## src/rtl/core_fetch.sv

```systemverilog
// Instruction fetch stage: owns the PC, issues one-at-a-time word requests to
// instruction memory and hands fetched words to decode through a small FIFO.
module core_fetch #(
  parameter logic [31:0] RESET_PC  = 32'h0000_0000,
  parameter int unsigned BUF_DEPTH = 2
) (
  input  logic        CLK,
  input  logic        RST,
  output logic        IMEM_REQ,
  output logic [31:0] IMEM_ADDR,
  input  logic        IMEM_ACK,
  input  logic        IMEM_RVALID,
  input  logic [31:0] IMEM_RDATA,
  input  logic        REDIRECT,
  input  logic [31:0] REDIRECT_PC,
  output logic        INST_VALID,
  output logic [31:0] INST,
  output logic [31:0] INST_PC,
  input  logic        DEC_READY
);

  localparam int unsigned AW    = $clog2(BUF_DEPTH);
  localparam logic [AW:0] DEPTH = (AW + 1)'(BUF_DEPTH);
  localparam logic [31:0] NOP   = 32'h0000_0013;

  typedef enum logic [1:0] {IDLE, REQ, WAIT, DROP} state_t;

  state_t      state, state_next;
  logic [31:0] pc, pc_next;

  logic [31:0]   buf_inst [BUF_DEPTH];
  logic [31:0]   buf_pc   [BUF_DEPTH];
  logic [AW-1:0] rd_ptr, wr_ptr;
  logic [AW:0]   count;

  logic ack, push, pop;

  // In REQ nothing is outstanding, so the credit rule reduces to FIFO space.
  assign IMEM_REQ   = (state == REQ) && (count < DEPTH);
  assign IMEM_ADDR  = pc;
  assign ack        = IMEM_REQ && IMEM_ACK;
  assign push       = (state == WAIT) && IMEM_RVALID && !REDIRECT;
  assign pop        = INST_VALID && DEC_READY && !REDIRECT;
  assign INST_VALID = (count != '0);
  assign INST       = INST_VALID ? buf_inst[rd_ptr] : NOP;
  assign INST_PC    = INST_VALID ? buf_pc[rd_ptr] : 32'h0;

  always_comb begin
    // NOTE: defaults first so every path assigns every output; no latches.
    state_next = state;
    pc_next    = pc;
    case (state)
      IDLE: state_next = REQ;
      REQ: begin
        if (ack) begin
          // An accepted request is stale if a redirect lands the same cycle.
          state_next = REDIRECT ? DROP : WAIT;
          pc_next    = pc + 32'd4;
        end
      end
      WAIT: begin
        if (IMEM_RVALID)   state_next = REQ;
        else if (REDIRECT) state_next = DROP;
      end
      DROP: begin
        if (IMEM_RVALID) state_next = REQ;
      end
      default: state_next = IDLE;
    endcase
    if (REDIRECT) pc_next = {REDIRECT_PC[31:2], 2'b00};
  end

  always_ff @(posedge CLK or posedge RST) begin
    if (RST) begin
      state <= IDLE;
      pc    <= RESET_PC;
    end else begin
      state <= state_next;
      pc    <= pc_next;
    end
  end

  always_ff @(posedge CLK or posedge RST) begin
    if (RST) begin
      rd_ptr <= '0;
      wr_ptr <= '0;
      count  <= '0;
    end else if (REDIRECT) begin
      rd_ptr <= '0;
      wr_ptr <= '0;
      count  <= '0;
    end else begin
      if (push) wr_ptr <= wr_ptr + 1;
      if (pop)  rd_ptr <= rd_ptr + 1;
      case ({push, pop})
        2'b10:   count <= count + 1;
        2'b01:   count <= count - 1;
        default: count <= count;
      endcase
    end
  end

  // NOTE: storage is not reset; count gates every read of it.
  always_ff @(posedge CLK) begin
    if (push) begin
      buf_inst[wr_ptr] <= IMEM_RDATA;
      // PC already advanced past the request when it was accepted.
      buf_pc[wr_ptr]   <= pc - 32'd4;
    end
  end

endmodule
```

## config.mk

```make
export PLATFORM = sky130hd
export DESIGN_NAME = core_fetch
export DESIGN_NICKNAME = d
export VERILOG_FILES = /design/src/rtl/core_fetch.sv
export SDC_FILE = /design/constraint.sdc
export NUM_CORES = 1
export LEC_CHECK = 0
export CORE_ASPECT_RATIO = 0.75
export CORE_MARGIN = 5
export CORE_UTILIZATION = 54
export CTS_BUF_LIST = sky130_fd_sc_hd__clkbuf_16
export CTS_CLUSTER_SIZE = 12
export DETAILED_ROUTE_END_ITERATION = 12
export GPL_TIMING_DRIVEN = 0
export PLACE_DENSITY_LB_ADDON = 0.08
export RECOVER_POWER = 100
export SLEW_MARGIN = 20
export SYNTH_ARGS = -nofsm -noshare
export SYNTH_HDL_FRONTEND = slang
export SYNTH_SLANG_ARGS = --single-unit
export TNS_END_PERCENT = 5
```

## constraint.sdc

```tcl
create_clock -name CLK -period 10.7 [get_ports CLK]
set_clock_uncertainty 0.05 [all_clocks]
set_input_delay 1.07 -clock CLK [delete_from_list [all_inputs] [get_ports CLK]]
set_output_delay 1.07 -clock CLK [all_outputs]
set_load 0.005 [all_outputs]
```

==> impl_metrics.py <==
metrics = {
    "clock_network": {
        "path_clk_slew_ps": 60,
        "clock_latency_ps": 420,
        "cts-root-buf": "clkbuf_16",
        "cts.repair.resized": 0,
        "hold_buffers": 0,
        "cts_max_level": 4,
        "postCtsSetupBuffers": 0,
        "cts_tree": "done",
        "clkSinkCount": 160,
        "clockBufferDepth": 2,
        "cts_inserted_buffers": 17,
    },
    "grt": {
        "grt_antenna_before_repair": 0,
        "grt_max_degree": 37,
        "grt_pass1_vias": 5437,
        "grt_pass1_wl_mm": 27.9,
        "grtUsageTotal_pct": 22.5,
        "grt-ovfl-total": 0,
    },
    "routing": {
        "drt_first_iter_violations": 342,
        "wl_per_cell_microns": 17.8,
        "routed_via_density": 5.30,
        "drc": 0,
        "wl_mm": 17.3,
        "vias": 5141,
        "drtPass1Iterations": 5,
        "ant_nets": 0,
    },
    "synthesis": {
        "synth_flop_cell": "edfxtp_1",
        "synth_top_area_share_pct": 50.9,
        "syn_avg_cell_area_sq_um": 12.3,
        "post-synth-top-count-cell": "edfxtp_1",
        "synth-seq-cells": 160,
        "syn_area_sq_um": 7310,
        "yosysWarnings": 0,
        "yosys-top-cells-count": "edfxtp_1, nor2_1, mux2i_1, nand2_1, dfrtp_1",
        "async_flop_share_pct": 22.5,
        "ys_top_cells_by_area": "edfxtp_1, dfrtp_1, mux2i_1, nor2_1, xor2_1",
        "synth-edff-count": 124,
        "yosys.area.top_type": "edfxtp_1",
        "seq_area_frac_synth_pct": 63.2,
        "synthCells": 594,
        "synthDistinctLibCells": 41,
    },
    "timing": {
        "maxSlewViolCount": 0,
        "fin_crit_sh_pct": 39.0,
        "finalSetupViolations": 0,
        "worstMarginPinSlew_ps": 1460,
        "slew_headroom_pct": 2.52,
        "setup_tns_ps": 0,
        "hold_ws_ps": 535,
        "period_needed_ps": 4170,
        "hold_viol": 0,
        "grt_setup_unrepaired": "false",
        "clock.fmax_mhz": 240,
    },
    "power_and_ir_drop": {
        "p_clk_share_pct": 36.1,
        "seq_power_share_pct": 48.6,
        "power_mw": 1.51,
        "sw_frac_of_total_pct": 25.2,
        "power.switching_uw": 380,
        "p_per_area_nw_per_um2": 156,
        "p_leak_nw": 3.50,
        "irDropWorstVdd_v": 0.000131,
        "comb_power_share_pct": 15.3,
        "p_int_mw": 1.13,
    },
    "critical_path": {
        "crit_buf_inv": 4,
        "reg2reg_to": "buf_pc[1][26]",
        "cp_common_cell": "clkbuf_1",
        "path_cells": "clkbuf_1 > nor2_1 > clkbuf_1 > clkbuf_1 > nor2_1 > dlygate4sd3_1",
        "rrSetupSlack_ps": 7240,
        "r2r-start": "state[0]",
        "crit_fanout": 10,
        "critPathCaptureType": "output pin",
        "r2r_cells": 6,
        "cp.depth": 6,
        "critPathMaxStageDelay_ps": 600,
        "cp.arrival_ps": 3050,
        "required_ps": 9580,
        "worstSetupPathType": "register to output pin",
        "cp-start-kind": "register",
        "cpMaxStageDelayCell": "dlygate4sd3_1",
        "cp_top_family": "buffers and inverters",
        "endpoint": "INST_PC[24]",
        "startpoint": "count[1]",
    },
    "final_layout": {
        "fillerInstances": 909,
        "post-route-util_pct": 73.7,
        "syn_to_final_growth_pct": 32.2,
        "fin_area_sq_um": 9670,
        "regArea_sq_um": 4620,
        "drive_gt1_share_pct": 4.76,
        "multi_input_area_sq_um": 2420,
        "antenna_cells": 0,
        "nets": 863,
    },
    "run_status": {
        "status": "finished clean",
    },
    "floorplan": {
        "dieHeight_microns": 111,
        "core_area_sq_um": 13100,
        "io_pins": 168,
        "row_count": 36,
        "die-area_sq_um": 16000,
        "start_util_pct": 55.8,
        "die_w_microns": 144,
    },
    "min_path": {
        "hold_class": "register to register",
    },
    "flow_run": {
        "drv_cap": 0,
    },
    "placement": {
        "placed_cell_area_sq_um": 9240,
        "portBuffers": 160,
        "dpl.hpwl_mm": 12.7,
        "gp_congestion": 0.871,
    },
}
## cells in the final DEF (no fill, tap or decap), drive strengths merged, types with 9 or more instances in the layout
cell | synthesis | routed
or3 | 9 | 9
nor3 | 16 | 16
edfxtp | 124 | 124
nor2 | 77 | 77
nand2 | 54 | 54
clkdlybuf4s50 | 0 | 34
xnor2 | 28 | 28
dfrtp | 36 | 36
mux2i | 63 | 63
xor2 | 29 | 29
nor4 | 13 | 13
inv | 11 | 14
o21ai | 31 | 31
dlygate4sd3 | 0 | 126
clkbuf | 33 | 67
## tightest hold or removal path, delay by kind of cell (launching register included)
kind            cells  cell delay, ps
compound gates      1              80
simple gates        1              60
flops               1             400
## cell type report
type	count	share of cell area, %
tap	171	2.21
inverter	11	0.427
multi-input combinational	382	25.1
clock buffer	17	4.40
sequential	160	47.8
clock inverter	13	1.05
buffer	44	1.95
timing repair buffer	172	17.0
## how the worst min path moves through the flow
stage / from / endpoint / slack, ps / depth (start not counted)
detailed placement: state[1] / state[1] / 530 / 2
CTS: state[1] / state[1] / 540 / 2
global route: state[1] / state[1] / 580 / 2
global placement: state[1] / state[1] / 460 / 2
floorplan: state[1] / state[1] / 450 / 2
finish: state[1] / state[1] / 540 / 2
## metrics by stage
step | setup WS [ps] | std cells
3_3_place_gp | 1360 | 928
6_report | 6530 | 970
3_5_place_dp | 7050 | 940
5_1_grt | 6320 | 970
2_1_floorplan | 4060 | 597
4_1_cts | 6590 | 970
## metal layers
metal / GRT usage, % / wire [microns] / share of wire, % / up-vias
li1: - / - / - / 2484
met1: 29.7 / 7280 / 42 / 2452
met2: 36.9 / 8530 / 49 / 185
met3: 5.82 / 1240 / 7.2 / 20
met4: 6.03 / 209 / 1.2 / 0
met5: 0 / 0 / 0 / -
## sequential cells by signal (all words and copies together), names as in the netlist
register and cells:
rd_ptr 1, buf_inst 64, wr_ptr 1, IMEM_ADDR 30, buf_pc 60, state 2, count 2
## logic make-up (layout without fill, tap and decap cells)
| family | count (synthesis) | in the layout | synth area share (%) |
|---|---|---|---|
| AND/OR/NAND/NOR | 211 | 211 | 13.8 |
| flip-flops | 160 | 160 | 63.2 |
| multiplexers | 65 | 65 | 8.93 |
| XOR/XNOR | 57 | 57 | 6.93 |
| buffers and inverters | 55 | 257 | 3.27 |
| AO/OA/AOI/OAI | 40 | 40 | 2.89 |
| adder cells (fa/ha/maj) | 5 | 5 | 0.856 |
| other | 1 | 4 | 0.0513 |
## power groups by stage
stage | Sequential, mW | Clock [mW] | Combinational [mW]
floorplan | 0.742 | 0 | 0.125
global placement | 0.747 | 0 | 0.233
detailed placement | 0.746 | 0 | 0.246
CTS | 0.733 | 0.553 | 0.248
global route | 0.736 | 0.579 | 0.257
finish | 0.733 | 0.545 | 0.231
Note: power is estimated with default switching activity, not from simulation.
